**src/rtl/mult_mant_seq_pkg.sv**
```systemverilog
// Shared types for the single-precision mantissa multiplier: rounding mode and multiplier FSM state.
package mult_mant_seq_pkg;

    localparam int unsigned MANT_W = 24;

    typedef enum logic [2:0] {
        IEEE_near,
        IEEE_zero,
        IEEE_pinf,
        IEEE_ninf,
        near_up,
        away_zero
    } round_t;

    typedef enum logic [1:0] {
        IDLE,
        BUSY,
        DONE
    } mult_state_t;

endpackage

```
**src/rtl/mult_normalize.sv**
```systemverilog
// Single-position normalization of a 2*MANT_W-bit significand product into mantissa,
// guard and sticky for the rounder.
module mult_normalize #(
    parameter int unsigned MANT_W = 24
) (
    input  logic [2*MANT_W-1:0] prod_i,
    output logic [MANT_W-1:0]   mant_o,
    output logic                guard_o,
    output logic                sticky_o,
    output logic                norm_shift_o
);

    localparam int unsigned ProdW = 2 * MANT_W;

    always_comb begin
        norm_shift_o = prod_i[ProdW-1];
        if (prod_i[ProdW-1]) begin
            mant_o   = prod_i[ProdW-1:MANT_W];
            guard_o  = prod_i[MANT_W-1];
            sticky_o = |prod_i[MANT_W-2:0];
        end else begin
            // Product in [1,2): drop the always-zero MSB; denormal inputs stay unnormalized.
            mant_o   = prod_i[ProdW-2:MANT_W-1];
            guard_o  = prod_i[MANT_W-2];
            sticky_o = |prod_i[MANT_W-3:0];
        end
    end

endmodule

```
**src/rtl/mult_mant_seq.sv**
```systemverilog
// Radix-2 shift-add significand multiplier: one partial product per cycle, result held for
// the rounder until it is accepted.
module mult_mant_seq
    import mult_mant_seq_pkg::*;
#(
    parameter int unsigned MANT_W = 24
) (
    input  logic              clk,
    input  logic              rst_n,
    input  logic              in_valid,
    output logic              in_ready,
    input  logic [MANT_W-1:0] a_mant,
    input  logic [MANT_W-1:0] b_mant,
    input  logic              a_sign,
    input  logic              b_sign,
    input  round_t            rnd_in,
    output logic              out_valid,
    input  logic              out_ready,
    output logic [MANT_W-1:0] mantissa,
    output logic              guard_bit,
    output logic              sticky_bit,
    output logic              calculated_sign,
    output round_t            rnd,
    output logic              norm_shift
);

    localparam int unsigned ProdW = 2 * MANT_W;
    localparam int unsigned CntW  = $clog2(MANT_W);

    mult_state_t       state_q, state_d;
    logic [CntW-1:0]   cnt_q, cnt_d;
    logic [ProdW-1:0]  acc_q, acc_d;
    logic [MANT_W-1:0] mcand_q, mcand_d;
    logic [MANT_W-1:0] mlr_q, mlr_d;
    logic              sign_q, sign_d;
    round_t            rnd_q, rnd_d;

    logic [MANT_W-1:0] addend;
    logic [MANT_W:0]   sum;

    always_ff @(posedge clk or negedge rst_n) begin
        if (!rst_n) begin
            state_q <= IDLE;
            cnt_q   <= '0;
            acc_q   <= '0;
            mcand_q <= '0;
            mlr_q   <= '0;
            sign_q  <= 1'b0;
            rnd_q   <= IEEE_near;
        end else begin
            state_q <= state_d;
            cnt_q   <= cnt_d;
            acc_q   <= acc_d;
            mcand_q <= mcand_d;
            mlr_q   <= mlr_d;
            sign_q  <= sign_d;
            rnd_q   <= rnd_d;
        end
    end

    always_comb begin
        state_d = state_q;
        cnt_d   = cnt_q;
        acc_d   = acc_q;
        mcand_d = mcand_q;
        mlr_d   = mlr_q;
        sign_d  = sign_q;
        rnd_d   = rnd_q;
        addend  = mlr_q[0] ? mcand_q : '0;
        sum     = {1'b0, acc_q[ProdW-1:MANT_W]} + {1'b0, addend};

        unique case (state_q)
            IDLE: begin
                if (in_valid) begin
                    mcand_d = a_mant;
                    mlr_d   = b_mant;
                    sign_d  = a_sign ^ b_sign;
                    rnd_d   = rnd_in;
                    acc_d   = '0;
                    cnt_d   = '0;
                    // A zero operand leaves the cleared accumulator as the final product.
                    state_d = ((a_mant == '0) || (b_mant == '0)) ? DONE : BUSY;
                end
            end
            BUSY: begin
                // Add into the upper half, then shift the carry in from the top.
                acc_d = {sum, acc_q[MANT_W-1:1]};
                mlr_d = mlr_q >> 1;
                cnt_d = cnt_q + CntW'(1);
                if (cnt_q == CntW'(MANT_W - 1)) begin
                    state_d = DONE;
                end
            end
            DONE: begin
                if (out_ready) begin
                    state_d = IDLE;
                end
            end
            default: state_d = IDLE;
        endcase
    end

    assign in_ready        = (state_q == IDLE);
    assign out_valid       = (state_q == DONE);
    assign calculated_sign = sign_q;
    assign rnd             = rnd_q;

    mult_normalize #(
        .MANT_W(MANT_W)
    ) u_normalize (
        .prod_i      (acc_q),
        .mant_o      (mantissa),
        .guard_o     (guard_bit),
        .sticky_o    (sticky_bit),
        .norm_shift_o(norm_shift)
    );

    // The rounder samples these whenever out_valid is high, so they must not move in DONE.
    a_done_stable: assert property (@(posedge clk) disable iff (!rst_n)
        (state_q == DONE && !out_ready) |=> (state_q == DONE && $stable(acc_q)
                                             && $stable(sign_q) && $stable(rnd_q)));

    a_busy_bounded: assert property (@(posedge clk) disable iff (!rst_n)
        (state_q == BUSY) |-> (cnt_q <= CntW'(MANT_W - 1)));

endmodule

```
**config.mk**
```make
export PLATFORM = sky130hd
export DESIGN_NAME = mult_mant_seq
export DESIGN_NICKNAME = d
export VERILOG_FILES = /design/src/rtl/mult_mant_seq_pkg.sv /design/src/rtl/mult_normalize.sv /design/src/rtl/mult_mant_seq.sv
export SDC_FILE = /design/constraint.sdc
export NUM_CORES = 1
export LEC_CHECK = 0
export CAP_MARGIN = 20
export CORE_MARGIN = 4
export CORE_UTILIZATION = 30
export CTS_BUF_LIST = sky130_fd_sc_hd__clkbuf_4
export DETAILED_ROUTE_END_ITERATION = 16
export HOLD_SLACK_MARGIN = 0.15
export SYNTH_ARGS = -nofsm -noshare
export SYNTH_HDL_FRONTEND = slang
export SYNTH_SLANG_ARGS = --single-unit
```
**constraint.sdc**
```tcl
create_clock -name clk -period 2.7 [get_ports clk]
set_input_delay 0.54 -clock clk [delete_from_list [all_inputs] [get_ports clk]]
set_output_delay 0.54 -clock clk [all_outputs]
set_load 0.02 [all_outputs]
```
==> results of run 1 <==
## per-layer routing
layer	wire [um]	share of wire	track usage
met3	640	0.041	0.0257
met1	7850	0.50	0.206
met2	6870	0.44	0.210
met4	259	0.017	0.0476
met5	0	0	0
## stage by stage
step	worst slack (ps)	area, um^2	hold WS [ps]	util	std cells
finish	110	7650	508	0.378	967
global route	-14.0	7650	527	0.378	967
CTS	30.3	7610	511	0.376	963
detailed placement	150	7480	469	0.370	946
global placement	155	7480	466	0.370	946
floorplan	268	6170	244	-	600
## state kept, by name, indices dropped and copies added, names as in the netlist
name             cells
acc_q               48
mcand_q             24
mlr_q               24
cnt_q                5
rnd                  3
state_q              2
calculated_sign      1
## cells by family after synthesis
logic type,share of synthesized area
adder cells (fa/ha/maj),0.0539
buffers and inverters,0.0320
flip-flops,0.434
AO/OA/AOI/OAI,0.181
XOR/XNOR,0.0170
multiplexers,0.133
AND/OR/NAND/NOR,0.149
## layout make-up
class / instances / area, um^2
Inverter: 8 / 30.0
Antenna cell: 2 / 5.00
Clock buffer: 9 / 67.6
Multi-Input combinational cell: 448 / 3330
Tap cell: 270 / 338
Sequential cell: 107 / 2680
Timing Repair Buffer: 116 / 1150
Fill cell: 2026 / 12600
Clock inverter: 7 / 57.6
## final timing paths
| check | startpoint | endpoint | slack, ps |
|---|---|---|---|
| worst max-delay path | acc_q[47] | mantissa[21] | 110 |
| worst min-delay path | mlr_q[2] | mlr_q[2] | 510 |
| worst max register to register | mlr_q[0] | acc_q[41] | 130 |
| worst min register to register | mlr_q[2] | mlr_q[2] | 510 |
| max in group asynchronous | rst_n | cnt_q[4] | 1320 |
| min in group asynchronous | rst_n | acc_q[44] | 620 |
## power groups by stage
| stage | sequential (W) | clock (W) | combinational [W] |
|---|---|---|---|
| 2_1_floorplan | 0.00261 | 0 | 0.00335 |
| 3_3_place_gp | 0.00276 | 0 | 0.00480 |
| 3_5_place_dp | 0.00276 | 0 | 0.00483 |
| 4_1_cts | 0.00273 | 0.000835 | 0.00484 |
| 5_1_grt | 0.00282 | 0.000899 | 0.00532 |
| 6_report | 0.00272 | 0.000805 | 0.00482 |
## cell usage after synthesis (all sizes together) (8+ instances only)
cell type,n
mux2,50
nor4,17
nand2,58
ha,25
o21ai,49
dfrtp,107
nand3,15
a22o,27
inv,8
clkbuf,20
buf,17
mux2i,26
nand4,8
a21oi,20
and2,28
nor2,18
## timing repair
action | in CTS | in global routing
setup buffers | 0 | 2
pin swaps | 0 | 1
resized for setup | 1 | 5
hold endpoints to repair | 51 | 0
cloned | 0 | 0
hold buffers | 1 | 0
setup endpoints to repair | 1 | 4
## worst max-delay path: cells and delay by family (launching register included)
family	cells	cell delay [ps]
buffers and inverters	2	780
DFF	1	400
muxes	1	370
==> flow_summary.json, run 1 <==
{
  "status": "finished clean",
  "min_period_ps": 2590,
  "synth_edf_count": 0,
  "critPathLaunchType": "register",
  "rr_worst_depth": 10,
  "crit_type": "register to primary output",
  "switching_share": 0.443,
  "cts_tree": "built",
  "fp-row-count": 52,
  "powerDensity_nw_per_um2": 1090,
  "cp_data_required_time_ps": 2160,
  "dieArea_um2": 22900,
  "yosysSeqAreaShare": 0.434,
  "final.setup.tns_ps": 0,
  "cap_violations": 0,
  "syn_inst": 600,
  "drt-total-wl_um": 15600,
  "cts_buffer_depth": 2,
  "synth_largest_area_cell": "dfrtp_1",
  "slew_headroom": 0.499,
  "numCtsBuffers": 9,
  "insertion_delay_ps": 500,
  "hold_class": "register to register",
  "drv_slew": 0,
  "p_seq_frac": 0.326,
  "grt_first_pass_wirelength_um": 25500,
  "internal_power_w": 0.00465,
  "mostFrequentLayoutCell": "dfrtp_1",
  "max_stage_delay_ps": 540,
  "vias": 4884,
  "root_buffer": "clkbuf_4",
  "leakage_nw": 3.31,
  "end_kind": "primary output",
  "cp.arrival_ps": 2050,
  "synth-seq-cells": 107,
  "drtIter0Drc": 380,
  "synthArstFlopShare": 1.00,
  "io_pins": 90,
  "worst_slew_pin_slew_ps": 751,
  "path_max_fanout": 14,
  "grt_start_max_net_pins": 54,
  "fin_crit_sh": 0.959,
  "clk_pin_slew_ps": 190,
  "syn2layout_area_growth_pct": 24.0,
  "synth_cell_types": 63,
  "dpl.hpwl_um": 11400,
  "ant_nets": 0,
  "fin_skew_ps": 27.1,
  "io_buffers": 89,
  "fin_nets": 773,
  "cts.sinks": 107,
  "path_cells": "buf_4 > mux2_2 > clkdlybuf4s50_1",
  "setup_violations": 0,
  "total_power_w": 0.00834,
  "die_w_um": 151,
  "power_frac_comb": 0.577,
  "firstDrtPassIters": 5,
  "syn_area_per_cell_um2": 10.3,
  "min_path_cells": 2,
  "synth_flop_cell": "dfrtp_1",
  "wl_per_cell_um": 16.2,
  "vias_per_cell": 5.05,
  "pwr-share-clk": 0.096,
  "overflow": 0,
  "die_h_um": 151,
  "cp_slowest_cell": "clkdlybuf4s50_1",
  "yosysTopAreaCellShare": 0.434,
  "ir_drop_uv": 427,
  "drive_gt1_frac": 0.125,
  "hold_viol": 0,
  "first_global_vias": 4780,
  "drc": 0,
  "coreArea_um2": 20200,
  "syn_nets": 683,
  "layout_common_cells": "107 x dfrtp_1, 87 x clkdlybuf4s50_1, 58 x nand2_1",
  "clock.fmax_mhz": 386,
  "switching_power_w": 0.00370,
  "grt_usage": 0.141,
  "cts_htree_levels": 3,
  "synthTopCellsByArea": "dfrtp_1 43%, ha_1 5.1%, mux2_1 4.9%",
  "gp_congestion": 0.837,
  "syn_area_um2": 6170,
  "ys.warnings.count": 0,
  "antenna_found_initial": 1,
  "start_util": 0.305
}
Note: power is estimated with default switching activity, not from simulation.
==> run 2: changes to the inputs <==
--- a/config.mk
+++ b/config.mk
@@ -8,7 +8,7 @@
 export CAP_MARGIN = 20
 export CORE_MARGIN = 4
 export CORE_UTILIZATION = 30
-export CTS_BUF_LIST = sky130_fd_sc_hd__clkbuf_4
+export CTS_BUF_LIST = sky130_fd_sc_hd__clkbuf_4 sky130_fd_sc_hd__clkbuf_8
 export DETAILED_ROUTE_END_ITERATION = 16
 export HOLD_SLACK_MARGIN = 0.15
 export SYNTH_ARGS = -nofsm -noshare
==> flow_summary.json, run 2 (same netlist as run 1, synthesis figures left out) <==
{
  "status": "finished clean",
  "drive_gt1_frac": 0.125,
  "powerDensity_nw_per_um2": 1110,
  "wl_per_cell_um": 16.1,
  "drc": 0,
  "path_buf_inv": 1,
  "cts_buffer_depth": 2,
  "overflow": 0,
  "hold_buffers": 0,
  "slew_headroom": 0.499,
  "place_ws_ps": 150,
  "vias_per_cell": 5.07,
  "drt-total-wl_um": 15500,
  "root_buffer": "clkbuf_8",
  "fin_nets": 772,
  "leakage_nw": 3.33,
  "cp.arrival_ps": 2050,
  "ant_nets": 0,
  "dpl.hpwl_um": 11400,
  "cap_violations": 0,
  "crit_type": "register to primary output",
  "numCtsBuffers": 9,
  "path_max_fanout": 3,
  "hold_viol": 0,
  "layout_common_cells": "107 x dfrtp_1, 88 x clkdlybuf4s50_1, 58 x nand2_1",
  "largest_reg_flops": 48,
  "firstDrtPassIters": 4,
  "fp-row-count": 52,
  "die_h_um": 151,
  "path_cells": "nor4_1 > and4_1 > nand3_1 > clkdlybuf4s50_1",
  "n_antenna_cell": 0,
  "worst_slew_pin_slew_ps": 752,
  "start_util": 0.305,
  "insertion_delay_ps": 380,
  "io_buffers": 89,
  "timing.final.ws_setup_ps": 113,
  "end_kind": "primary output",
  "vias": 4888,
  "syn2layout_area_growth_pct": 24.6,
  "dp_cells": 946,
  "fillers": 2020,
  "utilization": 0.380,
  "max_stage_delay_ps": 560,
  "top_register": "acc_q",
  "mostFrequentLayoutCell": "dfrtp_1",
  "first_global_vias": 4779,
  "coreArea_um2": 20200,
  "grt_first_pass_wirelength_um": 25500,
  "io_pins": 90,
  "dieArea_um2": 22900,
  "drtIter0Drc": 408,
  "gp_congestion": 0.837,
  "cts.sinks": 107,
  "fin_skew_ps": 16.6,
  "fin_crit_sh": 0.958,
  "grt_usage": 0.141,
  "drv_slew": 0,
  "final.setup.tns_ps": 0,
  "cp_slowest_cell": "clkdlybuf4s50_1",
  "cpLargestDelayFamily": "simple AND/OR/NAND/NOR gates",
  "cts_htree_levels": 3,
  "cts_tree": "built",
  "top_regs": "acc_q: 48 flops, mcand_q: 24 flops, mlr_q: 24 flops",
  "hold_class": "input pin to asynchronous set/reset pin",
  "clock.fmax_mhz": 387,
  "total_power_w": 0.00851,
  "ir_drop_uv": 440,
  "min_period_ps": 2590,
  "setup_violations": 0,
  "cp_data_required_time_ps": 2160,
  "clk_pin_slew_ps": 110,
  "fin_cells": 964,
  "critPathLaunchType": "register",
  "die_w_um": 151,
  "antenna_found_initial": 0,
  "grt_start_max_net_pins": 54
}
run 2: cell type report:
| class | instances | area, um^2 | share of cell area |
|---|---|---|---|
| repair buffers | 115 | 1130 | 0.147 |
| clock inverters | 7 | 57.6 | 0.00748 |
| clock buffers | 9 | 124 | 0.0161 |
| flip-flops and latches | 107 | 2680 | 0.348 |
| well taps | 270 | 338 | 0.0439 |
| multi-input cells | 448 | 3330 | 0.433 |
| inverters | 8 | 30.0 | 0.00390 |
run 2: what timing repair did:
| action | CTS | global route |
|---|---|---|
| setup buffers | 0 | 2 |
| gates resized for setup | 0 | 4 |
| endpoints found under the setup margin | 0 | 2 |
run 2: worst paths after layout:
path	start	cells past startpoint	to	slack, ps
min	rst_n	1	mcand_q[16]	190
max reg2reg	mlr_q[0]	10	acc_q[43]	140
min in group clk	mcand_q[3]	1	mcand_q[3]	490
max	acc_q[19]	4	sticky_bit	110
max in group asynchronous	rst_n	2	cnt_q[4]	1740
min reg2reg	mcand_q[3]	1	mcand_q[3]	490
run 2: metal layers:
layer | track usage | part of all wire | up-vias
met5 | 0 | 0 | -
met4 | 0.0381 | 0.015 | 0
met3 | 0.0320 | 0.047 | 14
met2 | 0.209 | 0.44 | 95
met1 | 0.206 | 0.50 | 2375
li1 | - | - | 2404
run 2: power breakdown:
| part | leakage, nW | internal, W | switching (W) |
|---|---|---|---|
| combinational | 1.88 | 0.00222 | 0.00261 |
| sequential | 1.36 | 0.00225 | 0.000471 |
| clock | 0.0938 | 0.000353 | 0.000610 |
run 2: per-stage QoR:
| stage | cell area, um^2 | hold slack [ps] |
|---|---|---|
| after floorplan | 6170 | 244 |
| after global placement | 7480 | 466 |
| after detailed placement | 7480 | 469 |
| after CTS | 7660 | 221 |
| after global routing | 7690 | 250 |
| final | 7690 | 192 |
